<file path="config.mk">
export PLATFORM = sky130hd
export DESIGN_NAME = uart_tx_arb_flat
export DESIGN_NICKNAME = d
export VERILOG_FILES = /design/src/rtl/uart_tx_arb_if.sv /design/src/rtl/uart_tx_arb.sv /design/src/flat_wrapper.sv
export SDC_FILE = /design/constraint.sdc
export NUM_CORES = 1
export LEC_CHECK = 0
export CORE_ASPECT_RATIO = 1.75
export CORE_MARGIN = 4
export CORE_UTILIZATION = 55
export DETAILED_ROUTE_END_ITERATION = 10
export DONT_BUFFER_PORTS = 1
export PLACE_DENSITY = 0.73
export SYNTH_ARGS = -nofsm -noshare
export SYNTH_HDL_FRONTEND = slang
export SYNTH_SLANG_ARGS = --single-unit
</file>
<file path="constraint.sdc">
create_clock -name sys_clk -period 2.5 [get_ports sys_clk]
set_input_delay 0.5 -clock sys_clk [delete_from_list [all_inputs] [get_ports sys_clk]]
set_output_delay 0.5 -clock sys_clk [all_outputs]
set_load 0.1 [all_outputs]
</file>
<file path="src/rtl/uart_tx_arb_if.sv">
// Requester and sender handshake bundle for the UART transmit arbiter.
// The arbiter connects through the slave modport, the surrounding logic through master.
interface uart_tx_arb_if #(
  parameter int CH_NUM      = 4,
  parameter int FRAME_BYTES = 3
);
  logic [CH_NUM-1:0]               ch_req;
  logic [CH_NUM*FRAME_BYTES*8-1:0] ch_dat;
  logic [CH_NUM-1:0]               ch_gnt;
  logic [CH_NUM-1:0]               ch_done;
  logic [CH_NUM-1:0]               ch_err;
  logic                            tx_req;
  logic [FRAME_BYTES*8-1:0]        tx_dat;
  logic                            tx_done;

  modport master (
    output ch_req, ch_dat, tx_done,
    input  ch_gnt, ch_done, ch_err, tx_req, tx_dat
  );

  modport slave (
    input  ch_req, ch_dat, tx_done,
    output ch_gnt, ch_done, ch_err, tx_req, tx_dat
  );
endinterface

</file>
<file path="src/rtl/uart_tx_arb.sv">
// Round-robin arbiter feeding fixed-length frames from CH_NUM requesters into one
// multi-byte UART sender. Define UART_ARB_WDT_EN to enable the WAIT-state watchdog.
module uart_tx_arb #(
  parameter int CH_NUM      = 4,
  parameter int FRAME_BYTES = 3,
  parameter int GAP_CYC     = 16,
  parameter int WDT_CYC     = 2000000
) (
  input  logic             sys_clk,
  input  logic             rst_n,
  uart_tx_arb_if.slave     bus,
  output logic             busy,
  output logic [2:0]       cur_ch
);

  localparam int FW = FRAME_BYTES * 8;
  localparam logic [CH_NUM-1:0] ONE_HOT = CH_NUM'(1);
  localparam logic [15:0] GAP_LAST = 16'(GAP_CYC - 1);

  typedef enum logic [1:0] {ST_IDLE, ST_SEND, ST_WAIT, ST_GAP} state_t;

  // With no gap configured a finished frame returns straight to IDLE.
  localparam state_t ST_POST = (GAP_CYC == 0) ? ST_IDLE : ST_GAP;

  state_t            state_reg, state_next;
  logic [2:0]        rr_ptr_reg, rr_ptr_next;
  logic [2:0]        cur_ch_reg, cur_ch_next;
  logic [FW-1:0]     tx_dat_reg, tx_dat_next;
  logic              tx_req_reg, tx_req_next;
  logic [CH_NUM-1:0] gnt_reg, gnt_next;
  logic [CH_NUM-1:0] done_reg, done_next;
  logic [15:0]       gap_cnt_reg, gap_cnt_next;

  logic              pick_found;
  logic [2:0]        pick_ch;
  logic [3:0]        scan_idx;

`ifdef UART_ARB_WDT_EN
  localparam logic [31:0] WDT_LAST = 32'(WDT_CYC - 1);
  logic [31:0]       wdt_cnt_reg, wdt_cnt_next;
  logic [CH_NUM-1:0] err_reg, err_next;
`endif

  // Search starts at rr_ptr and wraps, so the last-granted channel goes last.
  always_comb begin
    pick_found = 1'b0;
    pick_ch    = 3'd0;
    scan_idx   = 4'd0;
    for (int i = 0; i < CH_NUM; i++) begin
      scan_idx = {1'b0, rr_ptr_reg} + 4'(i);
      if (scan_idx >= 4'(CH_NUM)) begin
        scan_idx = scan_idx - 4'(CH_NUM);
      end
      if (!pick_found && (|((bus.ch_req >> scan_idx) & ONE_HOT))) begin
        pick_found = 1'b1;
        pick_ch    = scan_idx[2:0];
      end
    end
  end

  always_comb begin
    state_next   = state_reg;
    rr_ptr_next  = rr_ptr_reg;
    cur_ch_next  = cur_ch_reg;
    tx_dat_next  = tx_dat_reg;
    tx_req_next  = 1'b0;
    gnt_next     = '0;
    done_next    = '0;
    gap_cnt_next = gap_cnt_reg;
`ifdef UART_ARB_WDT_EN
    wdt_cnt_next = wdt_cnt_reg;
    err_next     = '0;
`endif
    case (state_reg)
      ST_IDLE: begin
        if (pick_found) begin
          state_next  = ST_SEND;
          tx_dat_next = FW'(bus.ch_dat >> (FW * pick_ch));
          cur_ch_next = pick_ch;
          gnt_next    = ONE_HOT << pick_ch;
          rr_ptr_next = (pick_ch == 3'(CH_NUM - 1)) ? 3'd0 : pick_ch + 3'd1;
        end
      end
      ST_SEND: begin
        tx_req_next = 1'b1;
        state_next  = ST_WAIT;
`ifdef UART_ARB_WDT_EN
        wdt_cnt_next = '0;
`endif
      end
      ST_WAIT: begin
        if (bus.tx_done) begin
          done_next    = ONE_HOT << cur_ch_reg;
          state_next   = ST_POST;
          gap_cnt_next = '0;
        end
`ifdef UART_ARB_WDT_EN
        else if (wdt_cnt_reg == WDT_LAST) begin
          err_next     = ONE_HOT << cur_ch_reg;
          state_next   = ST_POST;
          gap_cnt_next = '0;
        end else begin
          wdt_cnt_next = wdt_cnt_reg + 32'd1;
        end
`endif
      end
      ST_GAP: begin
        if (gap_cnt_reg == GAP_LAST) begin
          state_next = ST_IDLE;
        end else begin
          gap_cnt_next = gap_cnt_reg + 16'd1;
        end
      end
      default: state_next = ST_IDLE;
    endcase
  end

  always_ff @(posedge sys_clk) begin
    if (!rst_n) begin
      state_reg   <= ST_IDLE;
      rr_ptr_reg  <= 3'd0;
      cur_ch_reg  <= 3'd0;
      tx_dat_reg  <= '0;
      tx_req_reg  <= 1'b0;
      gnt_reg     <= '0;
      done_reg    <= '0;
      gap_cnt_reg <= '0;
`ifdef UART_ARB_WDT_EN
      wdt_cnt_reg <= '0;
      err_reg     <= '0;
`endif
    end else begin
      state_reg   <= state_next;
      rr_ptr_reg  <= rr_ptr_next;
      cur_ch_reg  <= cur_ch_next;
      tx_dat_reg  <= tx_dat_next;
      tx_req_reg  <= tx_req_next;
      gnt_reg     <= gnt_next;
      done_reg    <= done_next;
      gap_cnt_reg <= gap_cnt_next;
`ifdef UART_ARB_WDT_EN
      wdt_cnt_reg <= wdt_cnt_next;
      err_reg     <= err_next;
`endif
    end
  end

  assign bus.ch_gnt  = gnt_reg;
  assign bus.ch_done = done_reg;
  assign bus.tx_req  = tx_req_reg;
  assign bus.tx_dat  = tx_dat_reg;
  assign busy        = (state_reg != ST_IDLE);
  assign cur_ch      = cur_ch_reg;
`ifdef UART_ARB_WDT_EN
  assign bus.ch_err  = err_reg;
`else
  assign bus.ch_err  = '0;
`endif

endmodule

</file>
<file path="src/flat_wrapper.sv">
// flat-port wrapper written by rule: the top's interface ports become plain ports
module uart_tx_arb_flat 
#(
  parameter int CH_NUM      = 4,
  parameter int FRAME_BYTES = 3,
  parameter int GAP_CYC     = 16,
  parameter int WDT_CYC     = 2000000
)
  (sys_clk, rst_n, busy, cur_ch, bus_ch_req, bus_ch_dat, bus_tx_done, bus_ch_gnt, bus_ch_done, bus_ch_err, bus_tx_req, bus_tx_dat);
  uart_tx_arb_if #(.CH_NUM(CH_NUM), .FRAME_BYTES(FRAME_BYTES)) bus_i ();
  input  logic sys_clk;
  input  logic rst_n;
  output logic busy;
  output logic [2:0] cur_ch;
  input wire logic [$bits(bus_i.ch_req)-1:0] bus_ch_req;
  input wire logic [$bits(bus_i.ch_dat)-1:0] bus_ch_dat;
  input wire logic [$bits(bus_i.tx_done)-1:0] bus_tx_done;
  output wire logic [$bits(bus_i.ch_gnt)-1:0] bus_ch_gnt;
  output wire logic [$bits(bus_i.ch_done)-1:0] bus_ch_done;
  output wire logic [$bits(bus_i.ch_err)-1:0] bus_ch_err;
  output wire logic [$bits(bus_i.tx_req)-1:0] bus_tx_req;
  output wire logic [$bits(bus_i.tx_dat)-1:0] bus_tx_dat;
  assign bus_i.ch_req = bus_ch_req;
  assign bus_i.ch_dat = bus_ch_dat;
  assign bus_i.tx_done = bus_tx_done;
  assign bus_ch_gnt = bus_i.ch_gnt;
  assign bus_ch_done = bus_i.ch_done;
  assign bus_ch_err = bus_i.ch_err;
  assign bus_tx_req = bus_i.tx_req;
  assign bus_tx_dat = bus_i.tx_dat;
  uart_tx_arb #(.CH_NUM(CH_NUM), .FRAME_BYTES(FRAME_BYTES), .GAP_CYC(GAP_CYC), .WDT_CYC(WDT_CYC)) u_core (.sys_clk(sys_clk), .rst_n(rst_n), .bus(bus_i), .busy(busy), .cur_ch(cur_ch));
endmodule
</file>
==> results_dict.tcl, run 1 <==
set metrics [dict create \
    utilization_pct 69.6 \
    path_clk_slew_ns 0.05 \
    synth-seq-cells 57 \
    largest_register_ffs 24 \
    synthSimpleGateAreaFrac_pct 17.5 \
    synth_cells 502 \
    cts.sink_count 57 \
    grt_pass1_wl_um 20500 \
    die_area_mm2 0.00924 \
    fin_tns_setup_ns -0.314 \
    setup_ws_ns -0.0373 \
    final_cell_mix "buf_4, dfxtp_1, mux2i_1" \
    antenna_cells 0 \
    final_nets 653 \
    worstMarginPinSlew_ns 0.698 \
    power_switching_mw 3.55 \
    holdPathEnd "u_core.gap_cnt_reg[0]$_SDFFE_PN0P_" \
    failed_checks "negative setup slack" \
    ys_warn_count 0 \
    switching_share_pct 49.7 \
    placed_cell_area_mm2 0.00476 \
    fin_crit_sh_pct 101 \
    synth_cell_types 49 \
    routed_via_density 6.71 \
    leakagePower_nw 2.07 \
    p_seq_share_pct 16.9 \
    synthesis.area_mm2 0.00424 \
    drv_slew 0 \
    timing.rr.end "u_core.bus.tx_dat[2]$_SDFFE_PN0P_" \
    dieWidth_um 74.4 \
    rows 42 \
    status "finished with violations" \
    timing.slew.headroom_pct 53.2 \
    timing.critical_path.cells "inv_6, ha_4, mux4_2, a221o_1, buf_4, or3_1, a21o_4, buf_12, o211ai_1" \
    max_cap_violations 0 \
    root_buffer "clkbuf_16" \
    seq_area_frac_synth_pct 26.9 \
    power_frac_clock_pct 17.3 \
    synth_area_leader_cell "dfxtp_1" \
    min_path_cells 1 \
    worstSetupStartpointType "flop" \
    cpPeakStageDelay_ns 0.39 \
    crit_slowest_cell "dfxtp_4" \
    hold_viol 0 \
    worstHoldStart "rst_n" \
    met2WireLength_um 7120 \
    start_util_pct 56.1 \
    p_total_mw 7.14 \
    fmax_ghz 0.394 \
    wl_um 13300 \
    yosysTopAreaCellShare_pct 26.9 \
    port_buffers 0 \
    grt_max_degree 61 \
    synth-edff-count 0 \
    core_mm2 0.00757 \
    antenna_found_initial 0 \
    rrSetupSlack_ns -0.04 \
    synth_top_family_by_area "compound AO/OA/AOI/OAI gates" \
    cp_max_fo 7 \
    skew_ns 0.00591 \
    drive_gt1_share_pct 23.6 \
    path_class "reg -> reg" \
    synth_mux_area_share_pct 13.4 \
    gp_congestion 0.857 \
    rsz0062_at_grt "yes" \
    dr_wl_met3_um 1090 \
    synth_area_leaders "dfxtp_1, mux2i_1, a221o_1, o211ai_2, nor2_1" \
    syn2layout_area_growth_pct 24.1 \
    ios 144 \
    multi_input_area_mm2 0.00288 \
    htreeDepth 3 \
    die_h_um 124 \
    fin_crit_ns 2.54 \
    regToRegStartpoint "u_core.rr_ptr_reg[0]$_SDFFE_PN0P_" \
    r2r_cells 9 \
    grtUsageTotal_pct 27.8 \
    cp_data_arrival_time_ns 2.78 \
    hold_path.class "in -> reg" \
    routed-via-count 4251 \
    pwr-share-comb_pct 65.9 \
    clk-insertion-delay-late_ns 0.33 \
    post_drt_wl_per_cell_um 21.0 \
    gr-total-overflow 0 \
    synth_async_sr_flop_share_pct 0 \
    dr.first_iter.drc_count 240 \
    seqCellArea_mm2 0.00115 \
    synth-compound-area-share_pct 29.6 \
    clk_path_buf_depth 2 \
    maxUsedRoutingLayer "met4" \
    synthFlopType "dfxtp_1" \
    drtPass1Iterations 4 \
    internal-power_mw 3.59 \
    final_common_cell "buf_4" \
    worst_ep_required_time_ns 2.74 \
    synth_adder_area_share_pct 2.65 \
    irDropWorstVdd_mv 0.719 \
    cp-end-kind "flop" \
    grt_pass1_vias 4299 \
    finalSetupViolCount 21 \
    cts_tree "done" \
    syn_avg_cell_area_um2 8.45 \
    final_area_mm2 0.00527 \
    numCtsBuffers 9 \
    routedLengthMet1_um 4480 \
    drc 0 \
    synth_xor_area_share_pct 2.68 \
    power.density_mw_per_mm2 1360 \
    hpwl_um 9030 \
    fill_cells 621 \
    final_antenna_net_count 0 \
    hold_slack_ns 0.290 \
]
## synthesized netlist by cell type (5+ instances only)
library cell / count
a221o_1: 49
o21ai_0: 29
buf_2: 13
nand3_1: 8
or3_1: 5
inv_1: 12
xor2_1: 5
a31oi_1: 24
dfxtp_1: 57
mux2i_1: 50
nand2_1: 38
nor4_1: 25
xnor2_1: 8
o211ai_1: 7
nor2_1: 43
nor2b_1: 6
clkbuf_1: 28
buf_4: 5
ha_1: 9
nor3_1: 7
o211ai_2: 17
## final cells by class
cell class | instances | share of cell area, %
Timing Repair Buffer | 78 | 14.9
Multi-Input combinational cell | 383 | 54.6
Clock buffer | 13 | 4.94
Tap cell | 88 | 2.09
Clock inverter | 3 | 0.760
Inverter | 12 | 0.950
Sequential cell | 57 | 21.8
## through the flow
step	instances	worst slack, ns
6_report	634	-0.0373
5_1_grt	634	-0.111
2_1_floorplan	505	-0.0851
3_5_place_dp	609	0.0155
3_3_place_gp	609	0.0434
4_1_cts	625	-0.0198
## how the worst max path moves through the flow
stage	from	end	slack (ns)	cells after the start
finish	u_core.rr_ptr_reg[0]$_SDFFE_PN0P_	u_core.bus.tx_dat[2]$_SDFFE_PN0P_	-0.04	9
global route	u_core.rr_ptr_reg[0]$_SDFFE_PN0P_	u_core.bus.tx_dat[4]$_SDFFE_PN0P_	-0.11	9
CTS	u_core.rr_ptr_reg[0]$_SDFFE_PN0P_	u_core.bus.tx_dat[2]$_SDFFE_PN0P_	-0.02	9
detailed placement	u_core.rr_ptr_reg[0]$_SDFFE_PN0P_	u_core.bus.tx_dat[0]$_SDFFE_PN0P_	0.02	9
global placement	bus_ch_req[2]	u_core.bus.tx_dat[11]$_SDFFE_PN0P_	0.04	7
floorplan	u_core.rr_ptr_reg[0]$_SDFFE_PN0P_	u_core.bus.tx_dat[17]$_SDFFE_PN0P_	-0.09	11
## timing repair
| item | CTS | global route |
|---|---|---|
| endpoints found under the setup margin | 4 | 26 |
| setup buffers | 0 | 2 |
| hold buffers | 0 | 0 |
| pin swaps | 0 | 5 |
| resized for setup | 1 | 5 |
| gates cloned | 0 | 7 |
| endpoints found under the hold margin | 0 | 0 |
## worst max-delay path: cells and delay by family, from the launching register on
family / cells / cell delay, ns
AOI/OAI and AO/OA: 3 / 0.81
DFF: 1 / 0.39
buffers and inverters: 3 / 0.35
and+or+nand+nor: 1 / 0.34
muxes: 1 / 0.31
adders and majority gates: 1 / 0.25
## power by group through the flow
stage	Sequential, mW	Combinational [mW]	Clock (mW)
after global placement	1.21	4.36	0
after floorplan	2.39	2.29	0
final	1.21	4.70	1.23
after CTS	1.21	4.47	1.24
after global routing	1.22	4.97	1.29
after detailed placement	1.22	4.44	0
## kinds of logic after synthesis
| group | after synthesis |
|---|---|
| muxes | 54 |
| xor gates and xnor gates | 13 |
| DFF | 57 |
| AOI/OAI and AO/OA | 152 |
| buffers and inverters | 65 |
| adders and majority gates | 9 |
| and+or+nand+nor | 151 |
| other | 1 |
## layer usage
metal  track usage, %  up-vias
li1                 -     2004
met1             28.2     2013
met2             48.2      181
met3             10.1       53
met4             13.6        0
met5                0        -
(Power assumes the default switching activity.)
==> run 2: changes to the inputs <==
--- a/config.mk
+++ b/config.mk
@@ -11,6 +11,7 @@
 export DETAILED_ROUTE_END_ITERATION = 10
 export DONT_BUFFER_PORTS = 1
 export PLACE_DENSITY = 0.73
+export RECOVER_POWER = 100
 export SYNTH_ARGS = -nofsm -noshare
 export SYNTH_HDL_FRONTEND = slang
 export SYNTH_SLANG_ARGS = --single-unit
==> results_dict.tcl, run 2 (synthesized netlist as in run 1, its figures left out) <==
set metrics [dict create \
    post_drt_wl_per_cell_um 21.0 \
    gr-total-overflow 0 \
    grt_max_degree 61 \
    port_buffers 0 \
    p_seq_share_pct 17.2 \
    rsz0062_at_grt "yes" \
    worstSetupStartpointType "flop" \
    final_nets 653 \
    irDropWorstVdd_mv 0.701 \
    die_area_mm2 0.00924 \
    failed_checks "negative setup slack" \
    worstMarginPinSlew_ns 1.31 \
    grtUsageTotal_pct 27.8 \
    fin_crit_sh_pct 101 \
    start_util_pct 56.1 \
    dieWidth_um 74.4 \
    cp_max_fo 7 \
    cp_data_arrival_time_ns 2.77 \
    largest_register_ffs 24 \
    internal-power_mw 3.44 \
    gp_congestion 0.857 \
    leakagePower_nw 1.92 \
    syn2layout_area_growth_pct 20.6 \
    cp-end-kind "flop" \
    p_total_mw 6.98 \
    status "finished with violations" \
    htreeDepth 3 \
    grt_pass1_wl_um 20500 \
    rows 42 \
    final_cell_mix "dfxtp_1, mux2i_1, a221o_1" \
    fin_crit_ns 2.53 \
    numCtsBuffers 9 \
    dr.first_iter.drc_count 228 \
    power_switching_mw 3.54 \
    grt_pass1_vias 4299 \
    hold_buffers 0 \
    hold_path.class "in -> reg" \
    clk-insertion-delay-late_ns 0.33 \
    cpPeakStageDelay_ns 0.39 \
    core_mm2 0.00757 \
    routed-via-count 4223 \
    pwr-share-comb_pct 65.2 \
    hold_viol 0 \
    switching_share_pct 50.7 \
    drive_gt1_share_pct 17.0 \
    cts.sink_count 57 \
    fin_tns_setup_ns -0.216 \
    worst_ep_required_time_ns 2.74 \
    power.density_mw_per_mm2 1360 \
    hpwl_um 9030 \
    ios 144 \
    min_path_cells 1 \
    drtPass1Iterations 4 \
    max_cap_violations 0 \
    timing.slew.headroom_pct 12.7 \
    power_frac_clock_pct 17.6 \
    antenna_cells 0 \
    r2r_cells 9 \
    cts_tree "done" \
    crit_slowest_cell "dfxtp_4" \
    fmax_ghz 0.394 \
    clk_path_buf_depth 2 \
    drv_slew 0 \
    timing.critical_path.cells "inv_6, ha_4, mux4_2, a221o_1, buf_4, or3_1, a21o_4, buf_12, o211ai_1" \
    path_clk_slew_ns 0.05 \
    skew_ns 0.00475 \
    drc 0 \
    final_common_cell "dfxtp_1" \
    finalSetupViolCount 18 \
    wl_um 13300 \
    routed_via_density 6.66 \
    setup_ws_ns -0.0350 \
    root_buffer "clkbuf_16" \
    final_antenna_net_count 0 \
    antenna_found_initial 0 \
    die_h_um 124 \
    path_class "reg -> reg" \
]
## run 2: cell types whose count changed in the layout (fill, tap and decap cells not counted)
cell / before / now
clkbuf_2: 0 / 1
o41ai_2: 0 / 1
and2_1: 4 / 3
buf_4: 62 / 25
o41ai_4: 1 / 0
clkbuf_1: 2 / 38
and2_0: 0 / 1
## run 2: worst max-delay path: cells and delay by family (launching register included)
family	cells	cell delay, ns
simple gates	1	0.33
flops	1	0.39
compound gates	3	0.81
fa+ha+maj	1	0.25
buf+inv	3	0.35
mux	1	0.31
## run 2: area by class of cell
| type | count | area (um2) |
|---|---|---|
| Inverter | 12 | 50.0 |
| Sequential cell | 57 | 1150 |
| Tap cell | 88 | 110 |
| Multi-Input combinational cell | 383 | 2860 |
| Clock buffer | 13 | 260 |
| Fill cell | 661 | 2450 |
| Timing Repair Buffer | 78 | 647 |
| Clock inverter | 3 | 40.0 |
## run 2: final timing paths
kind | from | to | slack [ns]
setup / recovery | u_core.rr_ptr_reg[0]$_SDFFE_PN0P_ | u_core.bus.tx_dat[2]$_SDFFE_PN0P_ | -0.03
hold / removal | rst_n | u_core.gap_cnt_reg[0]$_SDFFE_PN0P_ | 0.29
setup reg to reg | u_core.rr_ptr_reg[0]$_SDFFE_PN0P_ | u_core.bus.tx_dat[2]$_SDFFE_PN0P_ | -0.03
hold reg to reg | u_core.bus.tx_dat[22]$_SDFFE_PN0P_ | u_core.bus.tx_dat[22]$_SDFFE_PN0P_ | 0.46
## run 2: power by group through the flow
stage / Combinational (mW) / Sequential, mW / Clock [mW]
floorplan: 2.29 / 2.39 / 0
global placement: 4.36 / 1.21 / 0
detailed placement: 4.44 / 1.22 / 0
CTS: 4.47 / 1.21 / 1.24
global route: 4.82 / 1.21 / 1.29
finish: 4.55 / 1.20 / 1.23
## run 2: routing by layer
layer | global-route usage [%] | wire, um
met3 | 10.1 | 1180
met2 | 48.2 | 7000
met1 | 28.2 | 4410
met4 | 13.6 | 679
met5 | 0 | 0
## run 2: stage by stage
step / util (%) / std cells / hold slack, ns / instance area (um2) / worst slack (ns)
after floorplan: - / 505 / 0.463 / 4280 / -0.0851
after global placement: 62.9 / 609 / 0.450 / 4760 / 0.0434
after detailed placement: 62.9 / 609 / 0.452 / 4760 / 0.0155
after CTS: 66.9 / 625 / 0.282 / 5060 / -0.0198
after global routing: 67.6 / 634 / 0.283 / 5120 / -0.111
final: 67.6 / 634 / 0.289 / 5120 / -0.0350
## run 2: timing repair
action / in CTS / in global routing
pin swaps: 0 / 5
setup buffers: 0 / 2
cloned: 0 / 7
endpoints found under the setup margin: 4 / 26
resized for setup: 1 / 5
